===== src/rtl/clk_div_bank_if.sv =====
// Divide-ratio write port for clk_div_bank: strobe, channel, ratio and acknowledge.
// The master drives the write; the divider bank returns a one-cycle acknowledge.
interface clk_div_bank_if #(
  parameter int unsigned CHW = 2,
  parameter int unsigned DW  = 16
);
  logic           wr_en;
  logic [CHW-1:0] wr_ch;
  logic [DW-1:0]  wr_div;
  logic           wr_ack;

  modport master (
    output wr_en,
    output wr_ch,
    output wr_div,
    input  wr_ack
  );

  modport slave (
    input  wr_en,
    input  wr_ch,
    input  wr_div,
    output wr_ack
  );
endinterface


===== src/rtl/clk_div_bank.sv =====
// Multi-channel clock-enable generator: per-channel TICK enable and near-50% square wave,
// runtime ratios applied at period boundaries, global SYNC phase realign.
module clk_div_bank #(
  parameter int unsigned NCH         = 4,
  parameter int unsigned DW          = 16,
  parameter int unsigned CHW         = 2,
  parameter int unsigned DEFAULT_DIV = 2
) (
  input  logic               clk_i,
  input  logic               clr_i,
  input  logic [NCH-1:0]     run_i,
  input  logic               sync_i,
  clk_div_bank_if.slave      wr_bus,
  output logic [NCH-1:0]     pend_o,
  output logic [NCH-1:0]     tick_o,
  output logic [NCH-1:0]     sqw_o
);

  localparam logic [DW-1:0] One    = DW'(1);
  localparam logic [DW-1:0] DivRst = DW'(DEFAULT_DIV);

  logic [CHW-1:0] wr_ch;
  logic [DW-1:0]  wr_val;
  logic           ack_d, ack_q;

  assign wr_ch  = wr_bus.wr_ch;
  // A zero ratio has no meaning; treat it as divide-by-one.
  assign wr_val = (wr_bus.wr_div == '0) ? One : wr_bus.wr_div;
  assign ack_d  = wr_bus.wr_en && (32'(wr_ch) < NCH);

  always_ff @(posedge clk_i) begin
    if (clr_i) begin
      ack_q <= 1'b0;
    end else begin
      ack_q <= ack_d;
    end
  end

  assign wr_bus.wr_ack = ack_q;

  for (genvar g = 0; g < NCH; g++) begin : gen_ch
    logic [DW-1:0] div_q, div_d;
    logic [DW-1:0] sdiv_q, sdiv_d;
    logic [DW-1:0] cnt_q, cnt_d;
    logic [DW-1:0] cnt_nxt, hi;
    logic          pend_q, pend_d;
    logic          tick_q, tick_d;
    logic          sqw_q, sqw_d;
    logic          hit, last;

    assign hit     = wr_bus.wr_en && (32'(wr_ch) == g);
    assign last    = (cnt_q == div_q - One);
    assign cnt_nxt = last ? '0 : cnt_q + One;
    // High phase is ceil(div/2), so odd ratios spend the extra cycle high.
    assign hi      = div_q - (div_q >> 1);

    always_comb begin
      div_d  = div_q;
      sdiv_d = sdiv_q;
      pend_d = pend_q;
      cnt_d  = cnt_q;
      tick_d = 1'b0;
      sqw_d  = sqw_q;

      if (sync_i) begin
        cnt_d = '0;
        sqw_d = 1'b1;
        if (hit) begin
          div_d  = wr_val;
          pend_d = 1'b0;
        end else if (pend_q) begin
          div_d  = sdiv_q;
          pend_d = 1'b0;
        end
      end else if (run_i[g]) begin
        cnt_d  = cnt_nxt;
        tick_d = last;
        sqw_d  = (cnt_nxt < hi);
        if (last && pend_q) begin
          div_d  = sdiv_q;
          pend_d = 1'b0;
        end
        // A write landing on the wrap edge is held for the following wrap.
        if (hit) begin
          sdiv_d = wr_val;
          pend_d = 1'b1;
        end
      end else if (hit) begin
        div_d  = wr_val;
        cnt_d  = '0;
        pend_d = 1'b0;
      end
    end

    always_ff @(posedge clk_i) begin
      if (clr_i) begin
        div_q  <= DivRst;
        sdiv_q <= DivRst;
        pend_q <= 1'b0;
        cnt_q  <= '0;
        tick_q <= 1'b0;
        sqw_q  <= 1'b0;
      end else begin
        div_q  <= div_d;
        sdiv_q <= sdiv_d;
        pend_q <= pend_d;
        cnt_q  <= cnt_d;
        tick_q <= tick_d;
        sqw_q  <= sqw_d;
      end
    end

    assign pend_o[g] = pend_q;
    assign tick_o[g] = tick_q;
    assign sqw_o[g]  = sqw_q;
  end

endmodule


===== src/flat_wrapper.sv =====
// flat-port wrapper written by rule: the top's interface ports become plain ports
module clk_div_bank_flat 
#(
  parameter int unsigned NCH         = 4,
  parameter int unsigned DW          = 16,
  parameter int unsigned CHW         = 2,
  parameter int unsigned DEFAULT_DIV = 2
)
  (clk_i, clr_i, run_i, sync_i, pend_o, tick_o, sqw_o, wr_bus_wr_en, wr_bus_wr_ch, wr_bus_wr_div, wr_bus_wr_ack);
  clk_div_bank_if #(.CHW(CHW), .DW(DW)) wr_bus_i ();
  input  logic clk_i;
  input  logic clr_i;
  input  logic [NCH-1:0] run_i;
  input  logic sync_i;
  output logic [NCH-1:0] pend_o;
  output logic [NCH-1:0] tick_o;
  output logic [NCH-1:0] sqw_o;
  input wire logic [$bits(wr_bus_i.wr_en)-1:0] wr_bus_wr_en;
  input wire logic [$bits(wr_bus_i.wr_ch)-1:0] wr_bus_wr_ch;
  input wire logic [$bits(wr_bus_i.wr_div)-1:0] wr_bus_wr_div;
  output wire logic [$bits(wr_bus_i.wr_ack)-1:0] wr_bus_wr_ack;
  assign wr_bus_i.wr_en = wr_bus_wr_en;
  assign wr_bus_i.wr_ch = wr_bus_wr_ch;
  assign wr_bus_i.wr_div = wr_bus_wr_div;
  assign wr_bus_wr_ack = wr_bus_i.wr_ack;
  clk_div_bank #(.NCH(NCH), .DW(DW), .CHW(CHW), .DEFAULT_DIV(DEFAULT_DIV)) u_core (.clk_i(clk_i), .clr_i(clr_i), .run_i(run_i), .sync_i(sync_i), .wr_bus(wr_bus_i), .pend_o(pend_o), .tick_o(tick_o), .sqw_o(sqw_o));
endmodule

===== config.mk =====
export PLATFORM = sky130hd
export DESIGN_NAME = clk_div_bank_flat
export DESIGN_NICKNAME = d
export VERILOG_FILES = /design/src/rtl/clk_div_bank_if.sv /design/src/rtl/clk_div_bank.sv /design/src/flat_wrapper.sv
export SDC_FILE = /design/constraint.sdc
export NUM_CORES = 1
export LEC_CHECK = 0
export CORE_MARGIN = 5
export CORE_UTILIZATION = 62
export CTS_CLUSTER_SIZE = 25
export DETAILED_ROUTE_END_ITERATION = 6
export PLACE_DENSITY = 0.82
export SYNTH_ARGS = -nofsm -noshare
export SYNTH_HDL_FRONTEND = slang
export SYNTH_SLANG_ARGS = --single-unit

===== constraint.sdc =====
create_clock -name clk_i -period 4.9 [get_ports clk_i]
set_input_delay 0.49 -clock clk_i [delete_from_list [all_inputs] [get_ports clk_i]]
set_output_delay 0.49 -clock clk_i [all_outputs]
set_load 0.005 [all_outputs]

* Yosys cells after proc, flatten, opt, wreduce, memory -nomap -nowiden
Cells that the tools add are included.
** Word-level totals
- Register bits :: 205
- Input port bits :: 26
- Output and inout port bits :: 13
- Logic and storage cells :: 165
** Cells by class
- Add/sub/neg operators :: 12
- Order comparisons :: 4
- Equality and inequality tests :: 15
- Mux-type cells :: 61
- Bitwise operators :: 5
- Reduce and logical (&&, ||, !) cells :: 43
** Operators by type and width (number)
- 16-bit 2-to-1 mux :: 37
- 16-bit by 1-bit adder with 16-bit output (second input constant) :: 4
- 16-bit == test :: 4
- 16-bit < comparator :: 4
- 16-bit by 1-bit subtractor with 16-bit output (second input constant) :: 4
- 16-bit by 15-bit subtractor with 16-bit output :: 4
- 1-bit 2-to-1 mux :: 24
- 3-bit by 1-bit != test with 1-bit output (second input constant) :: 8
- 3-bit AND reduction :: 8
- 2-bit nonzero test :: 12
- 16-bit zero test :: 1
- 3-bit nonzero test :: 4
- 3-bit OR reduction :: 4
- 1-bit logical AND :: 8
- 2-bit AND reduction :: 4
- 1-bit NOT :: 5
- 2-bit == test (second input constant) :: 2
- 2-bit by 1-bit == test with 1-bit output (second input constant) :: 1
- 2-bit zero test :: 1
- 2-bit OR reduction :: 1

* Longest topological paths before layout
- Word-level depth :: 6
- Gate-level depth with buffers :: 20
- Depth with buffers taken out :: 20

* Worst setup path before layout
Ideal clock, no wire load.
- Kind :: reg-to-reg
- Start point :: register u_core.gen_ch[3].div_q[1]
- End point :: register u_core.gen_ch[3].sqw_q
- Library setup time :: 61 ps
- Arrival :: 3849 ps
- Required time :: 4839 ps
- Slack :: 990 ps
- Stages on the path, launching flop included :: 21
- Path buffers :: 2
- Period minus slack after synthesis :: 3910 ps
- Cell sequence :: dfxtp_1 -> inv_1 -> ha_1 -> and4b_1 -> xnor2_1 -> and4_1 -> or4b_1 -> nor4_2 -> and3_2 -> buf_6 -> buf_4 -> nor2_1 -> ha_1 -> a21o_1 -> a21o_1 -> a21oi_1 -> nor2b_1 -> o21ai_0 -> a21oi_1 -> o311ai_0 -> and4_1
** Between the ends
- Cells in the longest elaborated chain, start to end :: 6
- Elaborated cells on any way between the ends :: 7
- Classes of those cells :: add/sub: 2; order compare: 1; eq/ne: 1; mux: 3
** Ends and longest elaborated chain
- from (decl) :: line clk_div_bank.sv:42 : logic [DW-1:0] div_q, div_d;
- from (signal assigned) :: line clk_div_bank.sv:97 : div_q <= DivRst;
- from (signal assigned) :: line clk_div_bank.sv:104 : div_q <= div_d;
- 16-bit by 1-bit subtractor with 16-bit output :: line clk_div_bank.sv:52 : assign last = (cnt_q == div_q - One);
- 16-bit == test :: line clk_div_bank.sv:52
- 16-bit 2-to-1 mux :: line clk_div_bank.sv:53 : assign cnt_nxt = last ? '0 : cnt_q + One;
- 16-bit < comparator (*) :: line clk_div_bank.sv:78 : sqw_d = (cnt_nxt < hi);
- 1-bit 2-to-1 mux (*) :: line clk_div_bank.sv:75 : end else if (run_i[g]) begin
- 1-bit 2-to-1 mux (*) :: line clk_div_bank.sv:65 : if (sync_i) begin
- to (signal assigned) :: line clk_div_bank.sv:109 : sqw_q <= sqw_d;
- to (decl) :: line clk_div_bank.sv:48 : logic sqw_q, sqw_d;
Mark *: on every way between the ends. The rest lies on a longest branch, timed or not. The select of a mux whose other input is x is not followed.
A chain may end at the register's enable or synchronous reset.

* Worst setup path after layout
- Start point :: register u_core.gen_ch[0].div_q[2]
- End point :: register u_core.gen_ch[0].sqw_q
** Between the ends
- Cells in the longest elaborated chain, start to end :: 6
- Elaborated cells on any way between the ends :: 7
- Classes of those cells :: add/sub: 2; order compare: 1; eq/ne: 1; mux: 3
** Ends and longest elaborated chain (line)
- from (decl) :: clk_div_bank.sv:42
- from (signal assigned) :: clk_div_bank.sv:97
- from (signal assigned) :: clk_div_bank.sv:104
- 16-bit by 1-bit subtractor with 16-bit output :: clk_div_bank.sv:52
- 16-bit == test :: clk_div_bank.sv:52
- 16-bit 2-to-1 mux :: clk_div_bank.sv:53
- 16-bit < comparator (*) :: clk_div_bank.sv:78
- 1-bit 2-to-1 mux (*) :: clk_div_bank.sv:75
- 1-bit 2-to-1 mux (*) :: clk_div_bank.sv:65
- to (signal assigned) :: clk_div_bank.sv:109
- to (decl) :: clk_div_bank.sv:48
Marked as above.

==> results.md <==
* Hold path depth at 2
* First-pass GRT wire length at 65900 um
* Final period util at 87.4%
* CTS tree: done
* Critical path peak fanout at 10
* Non-Filler Instances at 2349
* Final wirelength at 40500 um
* Number of global-route vias before repair at 13.6k
* Cell mode on critical path: a21o_1
* CP max stage cell: or4_1
* Drt drc at 0
* Clk Latency, worst-skew pair at 540 ps
* Sequential share of the synthesized area at 25.2%
* Final Power at 4.83 mW
* R2R depth at 17
* Delay-heaviest family, CP: simple AND/OR/NAND/NOR gates
* Async S/R FF share, synth at 0%
* CP arrival at 4770 ps
* Worst endpoint required time at 5390 ps
* Hold crit path type: reg2reg
* Max Root-Sink Buffers at 3
* Detailed Route Iter0 Violations at 1074
* Design Area, Final at 17500 um2
* Startpoint Class: flip-flop
* Tot GR Track Use at 26.6%
* Clock root cell: clkbuf_16
* Aggregate global routing overflow at 0
* Post-Syn Instances at 2027
* IO Count at 39
* Largest net degree at the start of global routing at 68
* Final Core Density at 67.4%
* Wirelength per Cell at 17.3 um
* Post-synthesis area per instance at 8.02 um2
* Reg2reg end: u_core.gen_ch[0].sqw_q
* Outcome: completed
* Setup slack, reg-to-reg at 620 ps
* # rows at 59
* Postcts setup bufs at 0
* Critical-path cell list: inv_1, ha_1, nand3_1, or2_2, xnor2_1, or4_1, nor3_2, nor2_1, ha_1, a21o_1, a21o_1, a21o_1, a21o_1, a21oi_1, o21ai_0, nor4_1, a21o_1
* Post-synth top flop: dfxtp_1
* Hold Fails Final Rpt at 0
* Die Wd at 172 um
* Max cap viols at 0
* Worst slew margin at 19.5%
* Die Y at 172 um
* Via Count at 14.2k
* Post-DR vias/cell at 6.05
* Hold path start: u_core.gen_ch[0].sdiv_q[15]
* Placed Instances at 2304
* Post-Syn Area at 16300 um2
* Hold EP: u_core.gen_ch[0].sdiv_q[15]
* Setup tns final at 0 ps
* Fin. max-slew vios at 0
* Worst-path clk slew at 60 ps
* Clock Sinks at 205
* CP Class: reg2reg
* Final #Nets at 2213
* Post-synth EDFFs at 0
* Crit path time final at 4280 ps
* IO Port Bufs at 38
* Die area at 29600 um2
* Crit path largest cell delay at 530 ps
* Crit. End Element: flip-flop
* Worst Tran Pin Value at 1200 ps
* Fmax at 0.234 GHz
* Final setup viols at 0
* RSZ-0062 raised after global routing: no
* Syn nets at 2245
* CTS Hold Bufs at 0
* Worst Skew at 19.9 ps
* PwrDens at 276 nW/um2
* Synth warn at 0
* Buffers & Inverters on Critical Path at 1
* Number of antenna-violating nets in the routed design at 0
* Final GP Congestion at 0.949
* R2r startpoint: u_core.gen_ch[0].div_q[2]
* Fillcell total at 2147
* Distinct cells, synth at 79
* LEAKAGE at 6.90 nW
* CTS H-tree lvls at 1
* Initial antenna violation count at 1
* Num CTS Buffers at 24
* Placeable Area at 25900 um2
* Post-cts sizing count at 0
* Number of synthesized register bits at 205
* Area post-placement at 16700 um2
* VDD IR-drop max at 0.285 mV
* DRT Pass-1 Iters at 5
* HPWL after DPL at 30400 um
* Initial Utilization at 62.7%
* Layout cell share with drive strength beyond 1 at 4.47%
* Area Growth Syn to Fin at 7.40%
per-stage QoR:
stage,setup slack [ps],hold slack [ps]
6_report,619,449
4_1_cts,616,450
5_1_grt,288,461
2_1_floorplan,990,432
3_3_place_gp,742,437
3_5_place_dp,642,442
kinds of logic after synthesis:
family	count (synthesis)	share of synthesized area [%]
multiplexers	52	3.22
XOR/XNOR	205	11.3
AO/OA/AOI/OAI	424	18.1
flip-flops	205	25.2
buffers and inverters	237	6.06
AND/OR/NAND/NOR	712	21.1
adder cells (fa/ha/maj)	192	15.0
routing by layer:
layer	vias to the layer above	GRT usage [%]	share of wire [%]
met5	-	0	0
met4	0	9.57	3.5
met3	97	3.16	4.7
met2	370	45.5	47
met1	6698	34.7	45
li1	7036	-	-
worst reg2reg max path, stage by stage, from the launching register on:
cell,delay (ps)
dfxtp_1,330
inv_1,160
ha_1,210
nand3_1,170
or2_2,350
xnor2_1,120
or4_1,530
nor3_2,500
nor2_1,150
ha_1,340
a21o_1,180
a21o_1,170
a21o_1,160
a21o_1,160
a21oi_1,130
o21ai_0,130
nor4_1,270
a21o_1,150
power breakdown:
group	leakage [nW]	switching [mW]	internal, mW	total (mW)
clock	0.387	0.734	1.02	1.75
combinational	4.85	0.752	0.567	1.32
sequential	1.66	0.0470	1.71	1.76
how the worst max path moves through the flow:
stage	start	endpoint	slack, ps	cells after the start
detailed placement	u_core.gen_ch[0].div_q[2]	u_core.gen_ch[0].sqw_q	640	17
finish	u_core.gen_ch[0].div_q[2]	u_core.gen_ch[0].sqw_q	620	17
floorplan	u_core.gen_ch[3].div_q[1]	u_core.gen_ch[3].sqw_q	990	20
global route	u_core.gen_ch[0].div_q[2]	u_core.gen_ch[0].sqw_q	290	17
CTS	u_core.gen_ch[0].div_q[2]	u_core.gen_ch[0].sqw_q	620	17
global placement	u_core.gen_ch[0].div_q[2]	u_core.gen_ch[0].sqw_q	740	17
final cells by class:
cell class | instances | area (um2) | share of cell area [%]
diodes | 1 | 2.50 | 0.0143
clock buffers | 33 | 674 | 3.86
clock inverters | 11 | 95.1 | 0.545
inverters | 121 | 454 | 2.60
multi-input cells | 1585 | 11200 | 64.1
flip-flops and latches | 205 | 4100 | 23.5
well taps | 335 | 419 | 2.40
repair buffers | 58 | 528 | 3.02
registers in the layout, indices dropped and copies added, names as in the netlist:
register              count
u_core.gen_ch.sqw_q       4
u_core.gen_ch.tick_q      4
u_core.gen_ch.cnt_q      64
u_core.gen_ch.pend_q      4
u_core.gen_ch.div_q      64
u_core.gen_ch.sdiv_q     64
u_core.wr_bus.wr_ack      1
cell usage in the layout, fill, tap and decap left out, drive strengths merged, types with 8 or more instances in the layout:
master,instances
a211oi,88
a21o,17
a21oi,139
a22oi,11
a31oi,11
a32o,15
and3,41
buf,21
clkbuf,33
clkdlybuf4s50,37
clkinv,11
dfxtp,205
ha,188
inv,120
mux2i,49
nand2,199
nand2b,10
nand3,46
nand3b,9
nand4,20
nor2,211
nor2b,48
nor3,56
nor3b,15
nor4,10
o211ai,15
o21a,21
o21ai,20
o311ai,8
o31a,8
o31ai,10
o41ai,8
or2,8
or3,9
xnor2,139
xor2,63
cell usage after synthesis (5+ instances only):
master,n,share of area (%)
ha_1,188,14
o21ai_0,19,0.58
o21a_1,21,0.97
and4_1,5,0.27
mux2i_1,49,3.0
clkbuf_1,73,1.7
buf_2,18,0.55
nor3_1,55,1.7
inv_1,120,2.8
xor2_1,63,3.4
nand2_1,199,4.6
or2_2,7,0.27
a211oi_1,88,4.1
o211ai_1,15,0.69
o32a_1,7,0.43
a31oi_1,11,0.42
buf_1,7,0.16
or3_1,9,0.35
dfxtp_1,205,25
o21bai_1,5,0.23
nor3b_1,15,0.69
o31a_1,8,0.43
o31ai_1,10,0.46
a21o_1,17,0.78
nor4_1,9,0.35
nand3_1,46,1.4
and3_1,40,1.5
o41ai_1,8,0.43
nor2_1,211,4.9
nand3b_1,9,0.42
buf_4,15,0.69
a2111oi_0,7,0.38
nor2b_1,48,1.8
a221oi_1,5,0.27
a32o_1,15,0.92
xnor2_1,139,7.5
o311ai_0,8,0.43
a22oi_1,11,0.51
a21oi_1,136,4.2
nand4_1,20,0.77
nand2b_1,10,0.38
and2_1,7,0.27
No activity file was read; power rests on OpenSTA's default activity.
